===== config.mk =====
export PLATFORM = sky130hd
export DESIGN_NAME = spi_ram_master
export DESIGN_NICKNAME = d
export VERILOG_FILES = /design/src/rtl/spi_ram_pkg.sv /design/src/rtl/spi_frame_shifter.sv /design/src/rtl/spi_ram_master.sv
export SDC_FILE = /design/constraint.sdc
export NUM_CORES = 1
export LEC_CHECK = 0
export ABC_AREA = 1
export CAP_MARGIN = 0
export CORE_AREA = 4 4 86 88
export CTS_BUF_LIST = sky130_fd_sc_hd__clkbuf_4
export CTS_CLUSTER_SIZE = 14
export DETAILED_ROUTE_END_ITERATION = 12
export DIE_AREA = 0 0 90 92
export SKIP_CTS_REPAIR_TIMING = 1
export SLEW_MARGIN = 20
export SYNTH_ARGS = -nofsm -noshare
export SYNTH_HDL_FRONTEND = slang
export SYNTH_HIERARCHICAL = 1
export SYNTH_SLANG_ARGS = --single-unit

===== constraint.sdc =====
create_clock -name clk -period 2.1 [get_ports clk]
set_input_delay 0.42 -clock clk [delete_from_list [all_inputs] [get_ports clk]]
set_output_delay 0.42 -clock clk [all_outputs]
set_load 0.01 [all_outputs]

===== src/rtl/spi_ram_pkg.sv =====
// -----------------------------------------------------------------------------
// spi_ram_pkg
// Shared definitions for the SPI master / SPI slave / single-port RAM subsystem.
//  - 2-bit frame commands (top two bits of every 10-bit frame word)
//  - frame and data widths
//  - transaction FSM state encoding of the master
//  - make_word(): packs {cmd, payload} into a frame word
// -----------------------------------------------------------------------------
package spi_ram_pkg;

   localparam int FRAME_W = 10;
   localparam int DATA_W  = 8;

   localparam logic [1:0] CMD_WR_ADDR = 2'b00;
   localparam logic [1:0] CMD_WR_DATA = 2'b01;
   localparam logic [1:0] CMD_RD_ADDR = 2'b10;
   localparam logic [1:0] CMD_RD_DATA = 2'b11;

   typedef enum logic [2:0] {
      ST_IDLE  = 3'd0,
      ST_SEL   = 3'd1,
      ST_SHIFT = 3'd2,
      ST_TURN  = 3'd3,
      ST_RECV  = 3'd4,
      ST_GAP   = 3'd5
   } state_t;

   function automatic logic [FRAME_W-1:0] make_word(input logic [1:0]        cmd,
                                                    input logic [DATA_W-1:0] payload);
      return {cmd, payload};
   endfunction

endpackage


===== src/rtl/spi_frame_shifter.sv =====
// -----------------------------------------------------------------------------
// spi_frame_shifter
// Datapath of the SPI master: a 10-bit parallel-in/serial-out transmit register,
// an 8-bit serial-in/parallel-out receive register and one shared bit counter
// (only one direction is active at a time).
// Ports:
//  clk, rst_n   clock, synchronous active-low reset
//  tx_load      load tx_word, counter := FRAME_W-1
//  tx_word      frame word {cmd, payload}
//  tx_shift     shift transmit register left by one, counter - 1
//  rx_start     counter := DATA_W-1 (start of a receive burst)
//  rx_shift     shift miso into the receive register, counter - 1
//  miso         serial input
//  tx_bit       current transmit bit (register MSB)
//  bit_cnt      shared bit counter, 0 marks the last bit
//  rx_next      receive register value including the bit sampled this cycle
// -----------------------------------------------------------------------------
module spi_frame_shifter
   import spi_ram_pkg::*;
(
   input  logic               clk,
   input  logic               rst_n,
   input  logic               tx_load,
   input  logic [FRAME_W-1:0] tx_word,
   input  logic               tx_shift,
   input  logic               rx_start,
   input  logic               rx_shift,
   input  logic               miso,
   output logic               tx_bit,
   output logic [3:0]         bit_cnt,
   output logic [DATA_W-1:0]  rx_next
);

   logic [FRAME_W-1:0] tx_sreg;
   logic [DATA_W-1:0]  rx_sreg;

   always_ff @(posedge clk) begin
      if (!rst_n) begin
         tx_sreg <= '0;
         rx_sreg <= '0;
         bit_cnt <= 4'd0;
      end else if (tx_load) begin
         tx_sreg <= tx_word;
         bit_cnt <= 4'(FRAME_W - 1);
      end else if (tx_shift) begin
         tx_sreg <= {tx_sreg[FRAME_W-2:0], 1'b0};
         bit_cnt <= bit_cnt - 4'd1;
      end else if (rx_start) begin
         bit_cnt <= 4'(DATA_W - 1);
      end else if (rx_shift) begin
         rx_sreg <= rx_next;
         bit_cnt <= bit_cnt - 4'd1;
      end
   end

   assign tx_bit  = tx_sreg[FRAME_W-1];
   // Exposing the not-yet-registered byte lets the top capture the full byte
   // on the very edge that samples bit 0.
   assign rx_next = {rx_sreg[DATA_W-2:0], miso};

endmodule


===== src/rtl/spi_ram_master.sv =====
// -----------------------------------------------------------------------------
// spi_ram_master
// SPI master for the SPI-slave + single-port-RAM subsystem. Each host request
// becomes two back-to-back 10-bit frames {cmd, payload}, one bit per clk:
//   write: WR_ADDR(addr), WR_DATA(wdata)    read: RD_ADDR(addr), RD_DATA + 8 MISO bits
// Frame sequence: SEL (1) -> SHIFT (10) -> [TURN (RD_TURNAROUND) -> RECV (8)] -> GAP (FRAME_GAP)
//
// Handshake: a request is accepted on the rising edge where req_valid && req_ready;
// req_ready is high only in IDLE, request fields are captured at that edge and
// later req_* changes are ignored. rsp_valid pulses for one cycle (first GAP
// cycle of the second frame) for every accepted request; no queueing.
//
// Ports:
//  clk, rst_n              clock, synchronous active-low reset
//  req_valid/req_ready     request handshake
//  req_write               1 = write, 0 = read
//  req_addr, req_wdata     RAM address, write data
//  rsp_valid               one-cycle completion pulse
//  rsp_rdata               last read byte, held across writes
//  busy                    ~req_ready
//  MOSI, MISO, SS_n        SPI pins (MSB first, SS_n active low)
//  dbg_state               current FSM state
// -----------------------------------------------------------------------------
module spi_ram_master
   import spi_ram_pkg::*;
#(
   parameter int FRAME_GAP     = 1,
   parameter int RD_TURNAROUND = 2
) (
   input  logic              clk,
   input  logic              rst_n,
   input  logic              req_valid,
   output logic              req_ready,
   input  logic              req_write,
   input  logic [DATA_W-1:0] req_addr,
   input  logic [DATA_W-1:0] req_wdata,
   output logic              rsp_valid,
   output logic [DATA_W-1:0] rsp_rdata,
   output logic              busy,
   output logic              MOSI,
   input  logic              MISO,
   output logic              SS_n,
   output state_t            dbg_state
);

   localparam logic [7:0] GAP_LAST  = 8'(FRAME_GAP - 1);
   localparam logic [7:0] TURN_LAST = 8'(RD_TURNAROUND - 1);

   state_t state, next_state;

   logic              frame_idx;   // 0 = address frame, 1 = data frame
   logic              is_write;
   logic [DATA_W-1:0] addr_q;
   logic [DATA_W-1:0] wdata_q;
   logic [7:0]        wait_cnt;    // cycles spent in TURN / GAP

   logic               tx_load;
   logic               tx_shift;
   logic               rx_start;
   logic               rx_shift;
   logic               rx_commit;
   logic [FRAME_W-1:0] tx_word;
   logic               tx_bit;
   logic [3:0]         bit_cnt;
   logic [DATA_W-1:0]  rx_next;

   // The first frame is loaded on the accept edge, before the request
   // registers hold anything, so it is built from the live request inputs.
   always_comb begin
      tx_word = '0;
      if (state == ST_IDLE) begin
         tx_word = make_word(req_write ? CMD_WR_ADDR : CMD_RD_ADDR, req_addr);
      end else if (is_write) begin
         tx_word = make_word(CMD_WR_DATA, wdata_q);
      end else begin
         tx_word = make_word(CMD_RD_DATA, '0);
      end
   end

   always_ff @(posedge clk) begin
      if (!rst_n) begin
         state <= ST_IDLE;
      end else begin
         state <= next_state;
      end
   end

   always_comb begin
      next_state = state;
      tx_load    = 1'b0;
      tx_shift   = 1'b0;
      rx_start   = 1'b0;
      rx_shift   = 1'b0;
      rx_commit  = 1'b0;
      case (state)
         ST_IDLE: begin
            if (req_valid) begin
               next_state = ST_SEL;
               tx_load    = 1'b1;
            end
         end
         ST_SEL: begin
            next_state = ST_SHIFT;
         end
         ST_SHIFT: begin
            tx_shift = 1'b1;
            if (bit_cnt == 4'd0) begin
               next_state = (frame_idx && !is_write) ? ST_TURN : ST_GAP;
            end
         end
         ST_TURN: begin
            if (wait_cnt == TURN_LAST) begin
               next_state = ST_RECV;
               rx_start   = 1'b1;
            end
         end
         ST_RECV: begin
            rx_shift = 1'b1;
            if (bit_cnt == 4'd0) begin
               next_state = ST_GAP;
               rx_commit  = 1'b1;
            end
         end
         ST_GAP: begin
            if (wait_cnt == GAP_LAST) begin
               if (!frame_idx) begin
                  next_state = ST_SEL;
                  tx_load    = 1'b1;
               end else begin
                  next_state = ST_IDLE;
               end
            end
         end
         default: begin
            next_state = ST_IDLE;
         end
      endcase
   end

   always_ff @(posedge clk) begin
      if (!rst_n) begin
         frame_idx <= 1'b0;
         is_write  <= 1'b0;
         addr_q    <= '0;
         wdata_q   <= '0;
         wait_cnt  <= 8'd0;
         rsp_rdata <= '0;
      end else begin
         if (state == ST_IDLE && req_valid) begin
            frame_idx <= 1'b0;
            is_write  <= req_write;
            addr_q    <= req_addr;
            wdata_q   <= req_wdata;
         end
         if (state == ST_GAP && next_state == ST_SEL) begin
            frame_idx <= 1'b1;
         end
         // Restart on every state change so TURN and GAP each count from 0.
         if (next_state != state) begin
            wait_cnt <= 8'd0;
         end else if (state == ST_TURN || state == ST_GAP) begin
            wait_cnt <= wait_cnt + 8'd1;
         end
         if (rx_commit) begin
            rsp_rdata <= rx_next;
         end
      end
   end

   spi_frame_shifter u_shifter (
      .clk      (clk),
      .rst_n    (rst_n),
      .tx_load  (tx_load),
      .tx_word  (tx_word),
      .tx_shift (tx_shift),
      .rx_start (rx_start),
      .rx_shift (rx_shift),
      .miso     (MISO),
      .tx_bit   (tx_bit),
      .bit_cnt  (bit_cnt),
      .rx_next  (rx_next)
   );

   // addr_q is kept for debug visibility of the accepted request.
   logic unused_addr;
   assign unused_addr = ^addr_q;

   assign req_ready = (state == ST_IDLE);
   assign busy      = ~req_ready;
   assign SS_n      = (state == ST_IDLE) || (state == ST_GAP);
   assign MOSI      = (state == ST_SEL || state == ST_SHIFT) ? tx_bit : 1'b0;
   assign rsp_valid = (state == ST_GAP) && frame_idx && (wait_cnt == 8'd0);
   assign dbg_state = state;

endmodule

== Yosys cells after proc, flatten, opt, wreduce, memory -nomap -nowiden ==
Index checks and enable logic that the tools add are counted.
Cells by class
  add/subtract/negate cells: 2
  equal/unequal tests: 8
  mux-type cells: 30
  bitwise operators: 5
  reduce and logical (&&, ||, !) cells: 19
Operators with widths (count)
  2-to-1 mux 10 bit: 4
  2-to-1 mux 3 bit: 6
  case mux 3 bit (6 select lines): 1
  2-to-1 mux 4 bit: 4
  2-to-1 mux 1 bit: 13
  adder 8 x 1 -> 8 bit (second input constant): 1
  equality test 8 x 1 -> 1 bit (second input constant): 1
  logical NOT 8 bit: 1
  equality test 3 x 1 -> 1 bit (second input constant): 2
  equality test 3 x 2 -> 1 bit (second input constant): 2
  equality test 3 bit (second input constant): 2
  logical AND 1 bit: 5
  NOT 1 bit: 5
  logical NOT 4 bit: 1
  AND reduction 4 bit: 1
  nonzero test 2 bit: 2
  nonzero test 4 bit: 1
  OR reduction 2 bit: 2
  subtractor 4 x 1 -> 4 bit (second input constant): 1
  logical NOT 3 bit: 1
  logical OR 1 bit: 3
  != test 3 bit: 1
  nonzero test 3 bit: 1
  2-to-1 mux 2 bit: 1
  2 further kinds: 2
Word-level totals
  register bits: 50
  output and inout port bits: 16
  logic and storage cells: 74

== Longest topological paths before layout ==
Gate-level depths: netlist (run 1).
  depth in word-level cells: 8
  mapped depth: 12

== Hierarchy ==
The synthesis (run 1) kept the hierarchy.
By module, submodules not included
  spi_ram_master: times used 1, cells each 206, area each 1411.4 µm², sequential area each 580.6 µm²
  spi_frame_shifter: times used 1, cells each 138, area each 947.2 µm², sequential area each 420.4 µm²

== Worst setup path after synthesis (run 1) ==
No wires, ideal clock.
  path type: reg-to-reg
  start: reg wait_cnt[0]
  end: reg u_shifter.bit_cnt[0]
  library setup time: 74 ps
  data arrival time: 1838 ps
  slack: 188 ps
  stages on the path, launching flop included: 12
  path buffers: 1
  period minus slack after synthesis: 1912 ps
  cell sequence: dfxtp_1 inv_1 ha_1 nand2_1 nor2_1 inv_1 o31ai_1 nor2_4 buf_6 nand3_1 nand2_1 a31oi_1
On the way
  elaborated cells between the ends (all ways): 10
  classes of those cells: 1 x eq/ne; 7 x mux; 2 x reduce/logical
RTL lines
  start: declaration: line spi_ram_master.sv:55  | logic [7:0] wait_cnt;
  start signal: assignment: line spi_ram_master.sv:162  | wait_cnt <= wait_cnt + 8'd1;
  logical NOT 8 bit (*): line spi_ram_master.sv:125  | if (wait_cnt == GAP_LAST) begin
  2-to-1 mux 1 bit (*): line spi_ram_master.sv:125
  case mux 1 bit (2 select lines) (*): line spi_ram_master.sv:95  | case (state)
  named net tx_load: line spi_ram_master.sv:57  | logic tx_load;
  nonzero test 4 bit (no line) or 2-to-1 mux 4 bit (tied branches)
  end signal: assignment: line spi_frame_shifter.sv:47  | bit_cnt <= bit_cnt - 4'd1;
  end signal: assignment: line spi_frame_shifter.sv:49  | bit_cnt <= 4'(DATA_W - 1);
  end signal: assignment: line spi_frame_shifter.sv:52  | bit_cnt <= bit_cnt - 4'd1;
  end: declaration: line spi_frame_shifter.sv:30  | output logic [3:0] bit_cnt,
Mark *: on every way through the listed nets, which the timed path passes. The rest lies on a longest branch.
A chain may end at the register's enable or synchronous reset.

== Final worst setup path (run 1) ==
  start: reg wait_cnt[1]
  end: out rsp_valid
On the way
  word-level cells in the longest chain between the ends: 2
RTL lines
  logical NOT 8 bit: line spi_ram_master.sv:192  | assign rsp_valid = (state == ST_GAP) && frame_idx && (wait_cnt == 8'd0);
  logical AND 1 bit: line spi_ram_master.sv:192
  end: declaration: line spi_ram_master.sv:37  | output logic rsp_valid,
No other way between the ends.

==> key figures, run 1 <==
Critical path
  • CP max-delay cell: dfxtp_1
  • Setup Crit Path Kind: reg -> out
  • Startpoint types: register
  • Endpoint class of the critical path: primary output
  • Max incr delay on CP: 0.36 ns
  • Cell Chain, Critical Path: inv_1 > ha_1 > nand2_1 > nor2_2 > nand2_1 > nor2_1 > dlymetal6s2s_1
  • Critical Path AT: 1.51 ns
  • CP most frequent cell: nand2_1
  • WP data required: between 1.5 and 2 ns
  • Crit Path Max Fanout: 3

Synth
  • Post-Syn Nets: between 300 and 400
  • Avg Inst Size Synth: 6.86 um2
  • YS warnings: 6
  • Synthesized area: 2360 um2
  • Post-Syn Instances: 344
  • Post-synthesis simple-gate area fraction: 0.298
  • Synthesis-stage register bit count: 50
  • Adder-Cell Fraction of Synth Area: 0.0212
  • Post-synthesis sequential area ratio: 0.424
  • Mux contribution to synthesized area: 0
  • Largest family of logic cells by synthesized area: simple AND/OR/NAND/NOR gates
  • Post-Synth XOR/XNOR Area: 0.0260
  • Compound-Gate Fraction of Synth Area: 0.135
  • Distinct cells, synth: 27

Place
  • DPL Wire Length: 3840 um
  • Last weighted congestion value of the routability-driven placer: around 0.82
  • IO Port Bufs: 36
  • Placed inst area: ~2800 um2
  • Cell count after placement: 458

Power
  • Power Total: 0.00266 W
  • Reg power frac: 0.431
  • Leakage power: 1.31 nW
  • Clock share of power: 0.220
  • P_int: 0.00171 W
  • VDD IR max: 0.438 mV
  • Sw Ratio: 0.357
  • Comb power frac: 0.349
  • Net Switching: 0.000949 W
  • Pwr Density: 897 nW/um2

Drt
  • Post-route DRC violation count: 0
  • WL/cell: 10.7 um
  • Total number of vias: 2166
  • Routed WL: 4990 um
  • Remaining antenna violation count: 0
  • Vias per inst: 4.64
  • Drt initial violations: 100
  • First-pass detailed-route iteration total: 4

Final layout
  • Layout cells sized above 1: 0.0904
  • Commonest non-fill, non-tap cell in the layout: nand2_1
  • Final core occ: 0.446
  • Nets: 411
  • Synth-to-Final Area Change: 25.7%
  • ANT cells: 0
  • Final non-filler cell total: around 470
  • Commonest cells after routing, fill and taps aside: nand2_1, dfxtp_1, nor2_1
  • Post-route cell area: 2970 um2

Clocking
  • TritonCTS clock tree: built
  • CTS buffer count: 5
  • Max clock buf depth: 2
  • Num Clock Sinks: 50
  • Clock-pin slew on the worst setup and hold paths: 0.16 ns
  • Clk Tree Root Cell: clkbuf_4
  • H-tree Lvls: 2
  • Worst skew pair latency: 0.38 ns

STA
  • Fmax: 0.519 GHz
  • Final Hold Vio Count: 0
  • Setup TNS: 0 ns
  • Clock period minus worst slack: 1.93 ns
  • Max-Slew Margin vs Limit: 0.748
  • Max Transition Viols Final: 0
  • Endpoints failing setup: 0
  • Worst slew pin tran: about 0.37 ns
  • RSZ-0062 raised after global routing: false
  • Layout Skew: 0.0231 ns
  • Period utilization: 0.917

Status
  • Outcome: completed

Floorplan
  • Core area: 6640 um2
  • Top-Level Pins: 37
  • Row count: 30
  • Full die area: 8280 um2
  • Initial core utilization: 0.355
  • DIE HEIGHT: 92 um
  • Die Wd: 90 um

Hold path
  • Min-Delay Path Class: reg -> reg

Global routing
  • Total GRT Usage: 0.128
  • Vias in the first global route: 2058
  • Largest net degree at the start of global routing: 21
  • Global-route wire length before repair: 8890 um
  • Initial antenna violation count: 0
  • GRT overflow: 0

Job
  • Max cap viols: 0
==> power groups by stage <==
stage	Clock [W]	Combinational, W	Sequential [W]
2_1_floorplan	0	0.000610	0.00115
3_3_place_gp	0	0.000908	0.00116
3_5_place_dp	0	0.000911	0.00116
4_1_cts	0.000611	0.000916	0.00114
5_1_grt	0.000650	0.00107	0.00116
6_report	0.000585	0.000927	0.00115
==> registers in the layout (all words and copies together), names as in the netlist <==
signal             cells
frame_idx              1
u_shifter/bit_cnt      4
is_write               1
wdata_q                8
dbg_state              3
wait_cnt               8
u_shifter/tx_sreg     10
u_shifter/rx_sreg      7
rsp_rdata              8
==> cell type report <==
cell class                 instances  area (um2)
sequential                        50        1010
fill                             700        3680
tap                               80         100
inverter                          48         180
clock buffer                       5        37.5
clock inverter                     3        48.8
multi-input combinational        238        1160
timing repair buffer              43         429
==> worst max-delay path, delay by kind of cell, from the launching register on <==
| kind | cells | cell delay (ns) |
|---|---|---|
| AND/OR/NAND/NOR | 4 | 0.37 |
| flip-flops | 1 | 0.36 |
| adder cells (fa/ha/maj) | 1 | 0.14 |
| buffers and inverters | 2 | 0.26 |
==> metrics by stage <==
stage	worst slack, ns	hold WS (ns)
2_1_floorplan	0.188	0.424
3_3_place_gp	0.161	0.437
3_5_place_dp	0.182	0.438
4_1_cts	-0.280	0.458
5_1_grt	0.0242	0.481
6_report	0.174	0.455
==> cell usage after synthesis <==
cell       n  area share
nor2_4     2      0.0095
a21oi_1   24       0.051
buf_6      1      0.0048
nor2_1    46       0.073
xnor2_1    2      0.0074
dfxtp_1   50        0.42
inv_1     44       0.070
buf_4      1      0.0032
a31oi_1    4       0.011
o21ai_0   30       0.064
nand2_2    1      0.0027
clkinv_1   2      0.0032
buf_2      2      0.0042
nand2_1   84        0.13
nand2_4    1      0.0048
o31ai_1    1      0.0032
clkbuf_2   1      0.0021
nor3_1     1      0.0021
inv_2      2      0.0032
nand3_2    2      0.0085
a211oi_1   1      0.0032
ha_1       4       0.021
nor2_2     4       0.011
clkbuf_1   3      0.0048
xor2_1     5       0.019
o21a_1     1      0.0032
nand3_1   25       0.053
==> final timing paths <==
path         cells after the start  slack, ns                startpoint                                 to
min reg2reg                      2       0.46   wdata_q[2]$_SDFFE_PN0P_            wdata_q[2]$_SDFFE_PN0P_
max reg2reg                     12       0.27  wait_cnt[1]$_SDFFE_PP0P_  u_shifter/tx_sreg[6]$_SDFFE_PN0P_
max                              7       0.17  wait_cnt[1]$_SDFFE_PP0P_                          rsp_valid
min                              2       0.46   wdata_q[2]$_SDFFE_PN0P_            wdata_q[2]$_SDFFE_PN0P_
==> metal layers <==
| layer | wire length (um) | vias to the layer above | track usage |
|---|---|---|---|
| met5 | 0 | - | 0 |
| li1 | - | 1164 | - |
| met3 | 215 | 4 | 0.0295 |
| met4 | 48 | 0 | 0.0344 |
| met2 | 2180 | 40 | 0.211 |
| met1 | 2540 | 958 | 0.167 |
==> cell families after synthesis <==
logic type      count (synthesis)
flops                          50
fa+ha+maj                       4
compound gates                 61
buf+inv                        56
simple gates                  166
xor+xnor                        7
Note: power is estimated with default switching activity, not from simulation.
==> inputs of run 2 (changes only) <==
GPL_ROUTABILITY_DRIVEN = 0   (was not set)
==> results of run 2 <==
Final layout, timing and power as in run 1 (identical DEF).
==> inputs of run 3 (changes only) <==
CORE_AREA = 2 2 101 103   (was 4 4 86 88)
DIE_AREA = 0 0 103 105   (was 0 0 90 92)
==> key figures, run 3 (synthesis gave the netlist of run 1 again) <==
Status
  • Outcome: completed

STA
  • Period utilization: 0.920
  • Worst slew pin tran: around 0.40 ns
  • Clock period minus worst slack: between 1.5 and 2 ns
  • Max Transition Viols Final: 0
  • Max-Slew Margin vs Limit: 0.731
  • RSZ-0062 raised after global routing: false
  • Endpoints failing setup: 0
  • Final Hold Vio Count: 0
  • Fmax: 0.518 GHz
  • Layout Skew: around 0.018 ns

Job
  • Max cap viols: 0

Power
  • Leakage power: 1.32 nW
  • Pwr Density: roughly 900 nW/um2
  • Power Total: around 0.0027 W
  • VDD IR max: approximately 0.5 mV

Floorplan
  • Initial core utilization: 0.245
  • Core area: 9640 um2
  • Top-Level Pins: 37
  • DIE HEIGHT: 105 um
  • Row count: 36
  • Die Wd: a little over 100 um
  • Full die area: approximately 11000 um2

Clocking
  • Clk Tree Root Cell: clkbuf_4
  • Num Clock Sinks: 50
  • Clock-pin slew on the worst setup and hold paths: around 0.15 ns
  • Max clock buf depth: 2
  • CTS buffer count: 5
  • TritonCTS clock tree: built
  • Worst skew pair latency: 0.37 ns
  • H-tree Lvls: 2

Critical path
  • CP max-delay cell: dfxtp_1
  • Worst R2R Path Depth: 12
  • Critical path depth: 7
  • Crit Path Max Fanout: 3
  • Max incr delay on CP: 0.36 ns
  • Startpoint types: register
  • Setup Crit Path Kind: reg -> out
  • Cell Chain, Critical Path: inv_1 > ha_1 > nand2_1 > nor2_2 > nand2_1 > nor2_1 > dlymetal6s2s_1
  • CP most frequent cell: nand2_1
  • Critical Path AT: 1.51 ns
  • WP data required: 1.68 ns
  • Endpoint class of the critical path: primary output
  • CP delay by family, top: simple AND/OR/NAND/NOR gates
  • Crit path buf inv count: 2

Final layout
  • Layout cells sized above 1: 0.0974
  • Nets: 414
  • Commonest cells after routing, fill and taps aside: nand2_1, dfxtp_1, inv_1, nor2_1, clkdlybuf4s50_1
  • Most flops, register: u_shifter/tx_sreg
  • Synth-to-Final Area Change: 29.3%
  • Post-route cell area: 3050 um2
  • Largest register FFs: 10
  • ANT cells: 0
  • Final non-filler cell total: 523
  • Commonest non-fill, non-tap cell in the layout: nand2_1

Place
  • Cell count after placement: 513
  • IO Port Bufs: 36
  • DPL Wire Length: 3810 um
  • Placed inst area: roughly 2900 um2

Hold path
  • Worst hold stages: 2
  • Min-Delay Path Class: reg -> reg

Drt
  • First-pass detailed-route iteration total: 4
  • Total number of vias: 2216
  • Vias per inst: 4.24
  • Drt initial violations: between 90 and 100
  • Routed WL: 5050 um
  • Remaining antenna violation count: 0
  • WL/cell: a little under 10 um
  • Post-route DRC violation count: 0

Global routing
  • Initial antenna violation count: 0
  • Global-route wire length before repair: ~8500 um
  • Total GRT Usage: 0.0958
  • Largest net degree at the start of global routing: 21
  • GRT overflow: 0
  • Vias in the first global route: 2004
run 3: metrics by stage:
| stage | hold slack [ns] | util | setup WS [ns] | TNS, ns |
|---|---|---|---|---|
| global placement | 0.444 | 0.301 | 0.167 | 0 |
| floorplan | 0.424 | - | 0.188 | 0 |
| detailed placement | 0.448 | 0.301 | 0.128 | 0 |
| finish | 0.466 | 0.316 | 0.168 | 0 |
| global route | 0.474 | 0.316 | 0.00738 | 0 |
| CTS | 0.468 | 0.309 | -0.282 | -1.05 |
run 3: metal layers:
metal	routed length, um	global-route usage	share of wire
met1	2500	0.130	0.50
met3	248	0.0221	0.049
met2	2230	0.150	0.44
met4	64	0.0282	0.013
met5	0	0	0
run 3: worst paths after layout:
check / start / end / slack, ns
hold reg to reg: wdata_q[7]$_SDFFE_PN0P_ / wdata_q[7]$_SDFFE_PN0P_ / 0.47
setup reg to reg: wait_cnt[0]$_SDFFE_PP0P_ / u_shifter/tx_sreg[3]$_SDFFE_PN0P_ / 0.28
hold / removal: wdata_q[7]$_SDFFE_PN0P_ / wdata_q[7]$_SDFFE_PN0P_ / 0.47
setup / recovery: wait_cnt[0]$_SDFFE_PP0P_ / rsp_valid / 0.17
run 3: layout make-up:
cell class / count / area (um2)
fill: 1085 / 6590
tap: 133 / 166
multi-input combinational: 238 / 1160
sequential: 50 / 1010
clock inverter: 2 / 37.5
clock buffer: 6 / 45.0
inverter: 48 / 180
timing repair buffer: 46 / 452
run 3: worst min-delay path, stage by stage (launching register included):
cell     delay, ns
dfxtp_1       0.33
inv_1         0.06
a21oi_1       0.05
run 3: power by group:
| group | internal [W] | switching, W | leakage [nW] |
|---|---|---|---|
| Sequential | 0.00107 | 0.0000704 | 0.409 |
| Clock | 0.000264 | 0.000306 | 0.0419 |
| Combinational | 0.000392 | 0.000566 | 0.874 |
